**src/rtl/handshaking_slave_pkg.sv**
```systemverilog
// -----------------------------------------------------------------------------
// hs_pkg : shared types and constants for the handshaking_slave block.
//
// Contents:
//   HS_DATA_W  - default beat width
//   HS_CNT_W   - width of the optional accepted-beat counter
//   hs_state_t - occupancy FSM state (EMPTY / PARTIAL / FULL)
// -----------------------------------------------------------------------------
package hs_pkg;

   localparam int HS_DATA_W = 8;
   localparam int HS_CNT_W  = 16;

   typedef enum logic [1:0] {
      HS_EMPTY   = 2'd0,
      HS_PARTIAL = 2'd1,
      HS_FULL    = 2'd2
   } hs_state_t;

endpackage

```
**src/rtl/handshaking_slave_if.sv**
```systemverilog
// -----------------------------------------------------------------------------
// handshaking_slave_if : link and local pop interface of handshaking_slave.
//
// Handshake semantics (link side): a beat transfers on a rising clock edge
// where valid_in=1 and ready_out=1. ready_out depends on registered state only,
// never on valid_in. The master may hold valid_in/data_in for any number of
// cycles; nothing is sampled while ready_out=0.
// Pop side: data_out is the head beat while out_valid=1; rd_en=1 at an edge
// with out_valid=1 removes it. rd_en with out_valid=0 is ignored.
//
// Signals:
//   valid_in, data_in  master -> slave beat offer
//   ready_out          slave  -> master acceptance
//   data_out,out_valid head of the buffer toward local logic
//   rd_en              local logic pop strobe
//   full               buffer holds DEPTH beats
//   state              occupancy FSM state (debug visibility)
//   rx_count           total accepted beats (only with HS_SLAVE_COUNT_EN)
//
// Optional feature macro: HS_SLAVE_COUNT_EN
// -----------------------------------------------------------------------------
interface handshaking_slave_if
   import hs_pkg::*;
#(
   parameter int DATA_W = HS_DATA_W
) ();

   logic              valid_in;
   logic [DATA_W-1:0] data_in;
   logic              ready_out;
   logic [DATA_W-1:0] data_out;
   logic              out_valid;
   logic              rd_en;
   logic              full;
   hs_state_t         state;
`ifdef HS_SLAVE_COUNT_EN
   logic [HS_CNT_W-1:0] rx_count;
`endif

`ifdef HS_SLAVE_COUNT_EN
   modport slave (
      input  valid_in, data_in, rd_en,
      output ready_out, data_out, out_valid, full, state, rx_count
   );
   modport master (
      output valid_in, data_in, rd_en,
      input  ready_out, data_out, out_valid, full, state, rx_count
   );
`else
   modport slave (
      input  valid_in, data_in, rd_en,
      output ready_out, data_out, out_valid, full, state
   );
   modport master (
      output valid_in, data_in, rd_en,
      input  ready_out, data_out, out_valid, full, state
   );
`endif

endinterface

```
**src/rtl/handshaking_slave_fifo.sv**
```systemverilog
// -----------------------------------------------------------------------------
// hs_slave_fifo : DEPTH-entry storage with write/read pointers and occupancy.
//
// Ports:
//   clk      system clock, rising edge
//   rst      synchronous active-low reset (pointers and count only)
//   push     write wr_data at wr_ptr (caller guarantees not full)
//   pop      advance rd_ptr (caller guarantees not empty)
//   wr_data  beat to store
//   rd_data  beat at rd_ptr (stale when empty)
//   count    occupancy, 0..DEPTH
// -----------------------------------------------------------------------------
module hs_slave_fifo #(
   parameter  int DATA_W = 8,
   parameter  int DEPTH  = 4,
   localparam int PTR_W  = $clog2(DEPTH)
) (
   input  logic              clk,
   input  logic              rst,
   input  logic              push,
   input  logic              pop,
   input  logic [DATA_W-1:0] wr_data,
   output logic [DATA_W-1:0] rd_data,
   output logic [PTR_W:0]    count
);

   logic [DATA_W-1:0] mem [DEPTH];
   logic [PTR_W-1:0]  wr_ptr;
   logic [PTR_W-1:0]  rd_ptr;

   // Storage is deliberately not reset; only the pointers define what is valid.
   always_ff @(posedge clk) begin
      if (rst && push) begin
         mem[wr_ptr] <= wr_data;
      end
   end

   // DEPTH is a power of two, so pointers wrap by natural overflow.
   always_ff @(posedge clk) begin
      if (!rst) begin
         wr_ptr <= '0;
         rd_ptr <= '0;
         count  <= '0;
      end else begin
         if (push) wr_ptr <= wr_ptr + 1'b1;
         if (pop)  rd_ptr <= rd_ptr + 1'b1;
         case ({push, pop})
            2'b10:   count <= count + 1'b1;
            2'b01:   count <= count - 1'b1;
            default: count <= count;
         endcase
      end
   end

   assign rd_data = mem[rd_ptr];

endmodule

```
**src/rtl/handshaking_slave.sv**
```systemverilog
// -----------------------------------------------------------------------------
// handshaking_slave : receiving end of the valid/ready byte link.
//
// Accepts beats from the master, buffers them in hs_slave_fifo and presents
// them to local logic through a data_out/out_valid/rd_en pop interface.
//
// Ports:
//   clk   system clock, rising edge
//   rst   synchronous active-low reset
//   bus   handshaking_slave_if.slave (valid_in, data_in, ready_out, data_out,
//         out_valid, rd_en, full, state, rx_count when enabled)
//
// Optional feature macro: HS_SLAVE_COUNT_EN adds the 16-bit rx_count
// accepted-beat counter (wraps silently, cleared by reset).
// -----------------------------------------------------------------------------
module handshaking_slave
   import hs_pkg::*;
#(
   parameter  int DATA_W = HS_DATA_W,
   parameter  int DEPTH  = 4,
   localparam int PTR_W  = $clog2(DEPTH)
) (
   input logic                clk,
   input logic                rst,
   handshaking_slave_if.slave bus
);

   localparam logic [PTR_W:0] DEPTH_C = (PTR_W+1)'(DEPTH);

   hs_state_t      state;
   hs_state_t      state_next;
   logic [PTR_W:0] count;
   logic [PTR_W:0] count_next;
   logic           ready;
   logic           out_valid;
   logic           push;
   logic           pop;

   // ready comes from registered occupancy only, so the master's valid_in can
   // never form a combinational loop through this block.
   assign ready = rst & (count != DEPTH_C);
   assign push  = bus.valid_in & ready;
   assign pop   = rst & bus.rd_en & out_valid;

   hs_slave_fifo #(
      .DATA_W (DATA_W),
      .DEPTH  (DEPTH)
   ) u_fifo (
      .clk     (clk),
      .rst     (rst),
      .push    (push),
      .pop     (pop),
      .wr_data (bus.data_in),
      .rd_data (bus.data_out),
      .count   (count)
   );

   always_comb begin
      count_next = count;
      if (push && !pop) begin
         count_next = count + 1'b1;
      end else if (pop && !push) begin
         count_next = count - 1'b1;
      end
   end

   // State register
   always_ff @(posedge clk) begin
      if (!rst) begin
         state <= HS_EMPTY;
      end else begin
         state <= state_next;
      end
   end

   // Next state, decoded from the occupancy after this edge
   always_comb begin
      state_next = state;
      case (state)
         HS_EMPTY: begin
            if (push) state_next = HS_PARTIAL;
         end
         HS_PARTIAL: begin
            if (count_next == '0) begin
               state_next = HS_EMPTY;
            end else if (count_next == DEPTH_C) begin
               state_next = HS_FULL;
            end
         end
         HS_FULL: begin
            if (pop) state_next = HS_PARTIAL;
         end
         default: state_next = HS_EMPTY;
      endcase
   end

   // Outputs; gated by rst so they read 0 for the whole reset window,
   // including before the first reset edge has cleared the state register.
   always_comb begin
      out_valid = rst & (state != HS_EMPTY);
      bus.full  = rst & (state == HS_FULL);
   end

   assign bus.out_valid = out_valid;
   assign bus.ready_out = ready;
   assign bus.state     = state;

`ifdef HS_SLAVE_COUNT_EN
   logic [HS_CNT_W-1:0] rx_count;

   always_ff @(posedge clk) begin
      if (!rst) begin
         rx_count <= '0;
      end else if (push) begin
         rx_count <= rx_count + 1'b1;
      end
   end

   assign bus.rx_count = rx_count;
`endif

endmodule

```
**src/flat_wrapper.sv**
```systemverilog
// flat-port wrapper written by rule: the top's interface ports become plain ports
module handshaking_slave_flat import hs_pkg::*;
#(
   parameter  int DATA_W = HS_DATA_W,
   parameter  int DEPTH  = 4,
   localparam int PTR_W  = $clog2(DEPTH)
)
  (clk, rst, bus_valid_in, bus_data_in, bus_rd_en, bus_ready_out, bus_data_out, bus_out_valid, bus_full, bus_state);
  handshaking_slave_if #(.DATA_W(DATA_W)) bus_i ();
  input logic clk;
  input logic rst;
  input wire logic [$bits(bus_i.valid_in)-1:0] bus_valid_in;
  input wire logic [$bits(bus_i.data_in)-1:0] bus_data_in;
  input wire logic [$bits(bus_i.rd_en)-1:0] bus_rd_en;
  output wire logic [$bits(bus_i.ready_out)-1:0] bus_ready_out;
  output wire logic [$bits(bus_i.data_out)-1:0] bus_data_out;
  output wire logic [$bits(bus_i.out_valid)-1:0] bus_out_valid;
  output wire logic [$bits(bus_i.full)-1:0] bus_full;
  output wire logic [$bits(bus_i.state)-1:0] bus_state;
  assign bus_i.valid_in = bus_valid_in;
  assign bus_i.data_in = bus_data_in;
  assign bus_i.rd_en = bus_rd_en;
  assign bus_ready_out = bus_i.ready_out;
  assign bus_data_out = bus_i.data_out;
  assign bus_out_valid = bus_i.out_valid;
  assign bus_full = bus_i.full;
  assign bus_state = bus_i.state;
  handshaking_slave #(.DATA_W(DATA_W), .DEPTH(DEPTH)) u_core (.clk(clk), .rst(rst), .bus(bus_i));
endmodule
```
**config.mk**
```make
export PLATFORM = sky130hd
export DESIGN_NAME = handshaking_slave_flat
export DESIGN_NICKNAME = d
export VERILOG_FILES = /design/src/rtl/handshaking_slave_pkg.sv /design/src/rtl/handshaking_slave_if.sv /design/src/rtl/handshaking_slave_fifo.sv /design/src/rtl/handshaking_slave.sv /design/src/flat_wrapper.sv
export SDC_FILE = /design/constraint.sdc
export NUM_CORES = 1
export LEC_CHECK = 0
export ABC_AREA = 1
export BUFFER_PORTS_ARGS = -buffer_cell sky130_fd_sc_hd__buf_2
export CAP_MARGIN = 0
export CORE_AREA = 5 5 63 65
export DETAILED_ROUTE_END_ITERATION = 10
export DIE_AREA = 0 0 68 70
export HOLD_SLACK_MARGIN = 0.02
export PLACE_DENSITY = 0.82
export SLEW_MARGIN = 25
export SYNTH_ARGS = -nofsm -noshare
export SYNTH_HDL_FRONTEND = slang
export SYNTH_HIERARCHICAL = 1
export SYNTH_SLANG_ARGS = --single-unit
```
**constraint.sdc**
```tcl
create_clock -name clk -period 5.8 [get_ports clk]
set_input_delay 0 -clock clk [delete_from_list [all_inputs] [get_ports clk]]
set_output_delay 0 -clock clk [all_outputs]
set_load 0.005 [all_outputs]
```
After elaboration in Yosys (flattened, before gate mapping)
Memory sizes are Yosys's and may differ from the RTL's. A register that Yosys moved wholly into a read port is not among the register bits.
Index checks and enable logic that the tools add are counted.
- bits in registers: 9
- bits in latches: 0
- memory bits (writable): 32
- ROM bits: 0
- output and inout port bits: 13
- memories: 1
- add/sub/neg operators: 4
- $mul: 0
- div/mod/pow operators: 0
- order comparisons: 0
- equal/unequal tests: 9
- shift operators: 0
- mux-type cells: 12
- bitwise logic cells: 6
- reduce and logical (&&, ||, !) cells: 10
- memory list (memory ; words ; width ; read ports ; clocked after Yosys merged registers in ; write ports ; line ; text):
    u_core.u_fifo.mem ; 4 ; 8 ; 1 ; 1 ; 1 ; handshaking_slave_fifo.sv:27 ; logic [DATA_W-1:0] mem [DEPTH];
- operators with widths (operator ; number):
    $mux W2 ; 6
    $and A1 B1 Y1 ; 6
    $mux W3 ; 2
    $pmux W2 S3 ; 1
    $pmux W3 S2 ; 1
    $add A2 B1 Y2 const B ; 2
    $eq A2 B1 Y1 const B ; 2
    $eq A2 B2 Y1 const B ; 2
    $ne A2 B1 Y1 const B ; 2
    $reduce_bool A2 Y1 ; 2
    $add A3 B1 Y3 const B ; 1
    $eq A3 B3 Y1 const B ; 1
    $logic_and A1 B1 Y1 ; 3
    $logic_not A3 Y1 ; 1
    $ne A3 B1 Y1 const B ; 1
    $ne A3 B3 Y1 const B ; 1
    $reduce_and A3 Y1 ; 1
    $sub A3 B1 Y3 const B ; 1
    $logic_not A1 Y1 ; 2
    $logic_not A2 Y1 ; 1
    $mux W1 ; 2

Depth between registers and ports, before layout
- word-level depth: 11
- gate-level depth with buffers: 13

By module
The synthesis kept the hierarchy.
- by module, submodules not included (module ; times used ; cells each ; area an instance (sq um)):
    hs_slave_fifo ; 1 ; 132 ; 1625.3
    handshaking_slave ; 1 ; 48 ; 279.0

Worst setup path before layout
Ideal clock, no wire load.
- kind: reg2reg
- start point: register u_core.u_fifo.count[0]
- end point: register u_core.u_fifo.count[2]
- library setup time: 64 ps
- arrival time: 2049 ps
- path slack: 3688 ps
- cell stages (with the launch flop): 14
- buffers on the path: 0
- cells stage by stage: dfxtp_1 inv_1 ha_1 nand2_1 nand2_1 nor2_2 inv_1 ha_1 fa_1 nand2_1 nand2_1 nor2_1 nor2_1 nor2_1
- cells in the longest elaborated chain, start to end: 5
- elaborated cells on any way between the ends: 9
- ends and longest elaborated chain (element ; line ; text):
    from (decl) ; handshaking_slave_fifo.sv:24 ; output logic [PTR_W:0] count
    from (signal assigned) ; handshaking_slave_fifo.sv:48 ; 2'b10: count <= count + 1'b1;
    from (signal assigned) ; handshaking_slave_fifo.sv:49 ; 2'b01: count <= count - 1'b1;
    from (signal assigned) ; handshaking_slave_fifo.sv:50 ; default: count <= count;
    $ne A3 B3 Y1 * ; handshaking_slave.sv:41 ; assign ready = rst & (count != DEPTH_C);
    $and A1 B1 Y1 * ; handshaking_slave.sv:41 ;
    $and A1 B1 Y1 * ; handshaking_slave.sv:42 ; assign push = bus.valid_in & ready;
    named net u_core.push ; handshaking_slave.sv:36 ; logic push;
    $eq A2 B1 Y1 or $eq A2 B2 Y1 (tied branches) ; handshaking_slave_fifo.sv:47 ; case ({push, pop})
    $pmux W3 S2 or $reduce_bool A2 Y1 (tied branches) ; n/a ;
Mark *: on every way through the listed nets, which the timed path passes. The rest lies on a longest branch.
A chain may end at the register's enable or synchronous reset.

Worst setup path in the final report
Same ends and word-level chain as after synthesis.

==> results.md <==
- Fill count: about 250
- Fin. Hold Viols: 0
- Number of synthesis warnings: 6
- Post_cts resized: 0
- Worst hold path stage count: 5
- Period Utilization, post-route: between 40% and 50%
- Register area share after synthesis: between 60 and 70%
- Max Freq: around 420 MHz
- Worst r2r path cells: 13
- Core area: about 3300 um2
- WP data arrival: approximately 2.7 ns
- Antenna Cells: 0
- Commonest cells after routing, fill and taps aside: 32 x nor2_1, 32 x edfxtp_1, 24 x buf_2
- Die width: 68 um
- Full die area: around 4800 um2
- Worst slew margin: 49.4%
- Top post-synthesis cells by area: edfxtp_1 50%, dfxtp_1 12%, nor2_1 6.3%
- WHS: approximately 0.12 ns
- DR iter-0 viols: 54
- Largest net degree at the start of global routing: 18
- WS Path Type: flip-flop to flip-flop
- Post-synthesis area per instance: about 11 um2
- Worst Tran Pin Value: between 0.7 and 0.8 ns
- I/O Buffers: 24
- Clk_lat worst skew: 0.35 ns
- Number of global-route vias before repair: about 1.2k
- Post-Syn Area: between 1500 and 2000 um2
- Total GRT Usage: 15.4%
- Die height: around 70 um
- Site Rows: 21
- Final Max Tran Viols: 0
- Clock Skews: ~0.0048 ns
- Startpoint types: flip-flop
- Cells after Synth: between 150 and 200
- Tot Pwr: around 0.00055 W
- Crit. End Element: flip-flop
- Hpwl dp: ~2300 um
- H-tree Lvls: 2
- PwrDens: 251 nW/um2
- CTS tree: done
- Final Util: about two thirds
- Worst Min Path Start: bus_valid_in
- Critical R2R Capture: u_core/u_fifo/count[2]
- Placed cells: 248
- First-pass detailed-route iteration total: 5
- Final setup violation count: 0
- Starting Density: 58.0%
- Vias: 1349
- Ports: 25
- Synth top area share: approximately half
- Synth unique cells: 21
- Share of cells above drive strength 1: around 18%
- TNS Setup: 0 ns
- Initial antenna violation count: 0
- Hold EP: u_core/u_fifo/wr_ptr[1]
- Status: finished clean
- Mapped Nets: 201
- Worst EP required: slightly above 6 ns
- Max-cap violation count: 0
- Drt total wl: roughly 3300 um
- R2R Setup Slk: around 3.4 ns
- Leading area contributor after synthesis: edfxtp_1
- DRC: 0
- DRT antenna net count: 0
- Layout Cells excl Fill: roughly 270
- GPL Wtd Cong: between 0.8 and 0.9
- Inserted Clock Buffers: 5
- Yosys reg bits: 43
- Vias per cell: between 5 and 6
- WL/cell: ~12 um
- Layout area overhead: 15.7%
- Nets: 239
- CP max FO: 6
- Worst Hold Class: input port to flip-flop
- First-pass GRT wire length: 5460 um
- Worst-path clk slew: about 0.12 ns
- Worst vdd ir: about 0.14 mV
- Root Buffer: clkbuf_4
- Post-CTS Setup Bufs: 0
- Reg2reg start: u_core/u_fifo/count[0]
- Gr ovfl total: 0
- Leak Pwr: between 0.8 and 0.9 nW
- CTS Buffer Depth: 2
- Min Tclk post-route: between 2 and 2.5 ns
- Clock Sink Count: between 40 and 50
- RSZ-0062 raised after global routing: no
cell type report:
type | count | area, um2 | area share (%)
multi-input combinational | 112 | 614 | 27.9
tap | 46 | 57.6 | 2.61
sequential | 43 | 1180 | 53.6
clock inverter | 2 | 12.5 | 0.568
clock buffer | 6 | 41.3 | 1.87
timing repair buffer | 33 | 210 | 9.54
inverter | 23 | 86.3 | 3.92
stage by stage:
| stage | area [um2] | setup slack (ns) |
|---|---|---|
| final | 2200 | 3.42 |
| after global placement | 2060 | 3.55 |
| after detailed placement | 2060 | 3.45 |
| after floorplan | 1900 | 3.69 |
| after global routing | 2200 | 3.09 |
| after CTS | 2200 | 3.42 |
power by group:
part	internal, W	switching [W]
Combinational	0.0000293	0.0000400
Clock	0.0000468	0.0000904
Sequential	0.000339	0.00000862
Total	0.000415	0.000139
cell usage after synthesis:
library cell and number:
nand4_1 2, o21ai_0 19, nor2_2 3, nor2_1 32
o22ai_1 8, ha_1 8, nand3b_1 1, nor3_1 1
inv_1 21, buf_6 2, nand2_1 16, edfxtp_1 32
a21oi_1 5, inv_2 2, dfxtp_1 11, nand3_1 10
nor3_4 1, fa_1 1, or2_2 1, o21ai_2 2
o21ai_1 2
timing repair:
item | CTS | global route
endpoints found under the setup margin | 0 | 0
hold buffers | 9 | 0
endpoints found under the hold margin | 39 | 0
registers in the layout (all words and copies together) (netlist names), named ones only:
register and flops:
u_core/u_fifo/wr_ptr 2, u_core/u_fifo/rd_ptr 2, u_core/bus.state 2, u_core/u_fifo/mem 32
u_core/u_fifo/count 3
worst max-delay path by stage:
stage                                start                      to  slack [ns]
detailed placement  u_core/u_fifo/count[0]  u_core/u_fifo/count[2]        3.45
global placement    u_core/u_fifo/count[0]  u_core/u_fifo/count[2]        3.55
global route        u_core/u_fifo/count[0]  u_core/u_fifo/count[2]        3.09
finish              u_core/u_fifo/count[0]  u_core/u_fifo/count[2]        3.42
floorplan           u_core/u_fifo/count[0]  u_core/u_fifo/count[2]        3.69
CTS                 u_core/u_fifo/count[0]  u_core/u_fifo/count[2]        3.42
layer usage:
metal,global-route usage (%),share of wire [%],up-vias
met4,6.84,1.4,0
met1,19.0,45,623
met5,0,0,-
met2,24.5,49,29
met3,4.33,4.5,5
li1,-,-,692
logic make-up (layout without fill, tap and decap cells):
logic type               Yosys count  in the layout  share of synthesized area, %
adder cells (fa/ha/maj)            9              9                          6.31
AND/OR/NAND/NOR                   67             67                          15.6
flip-flops                        43             43                          62.0
AO/OA/AOI/OAI                     36             36                          10.4
buffers and inverters             25             64                          5.72
critical path, stage by stage, from the launching register on:
cell	delay (ns)
dfxtp_1	0.44
inv_1	0.11
ha_1	0.20
nand2_1	0.08
nand2_1	0.08
nor2_2	0.22
inv_1	0.14
ha_1	0.27
fa_1	0.42
nand2_1	0.10
nand2_1	0.05
nor2_1	0.08
nor2_1	0.04
nor2_1	0.09
Note: power is estimated with default switching activity, not from simulation.
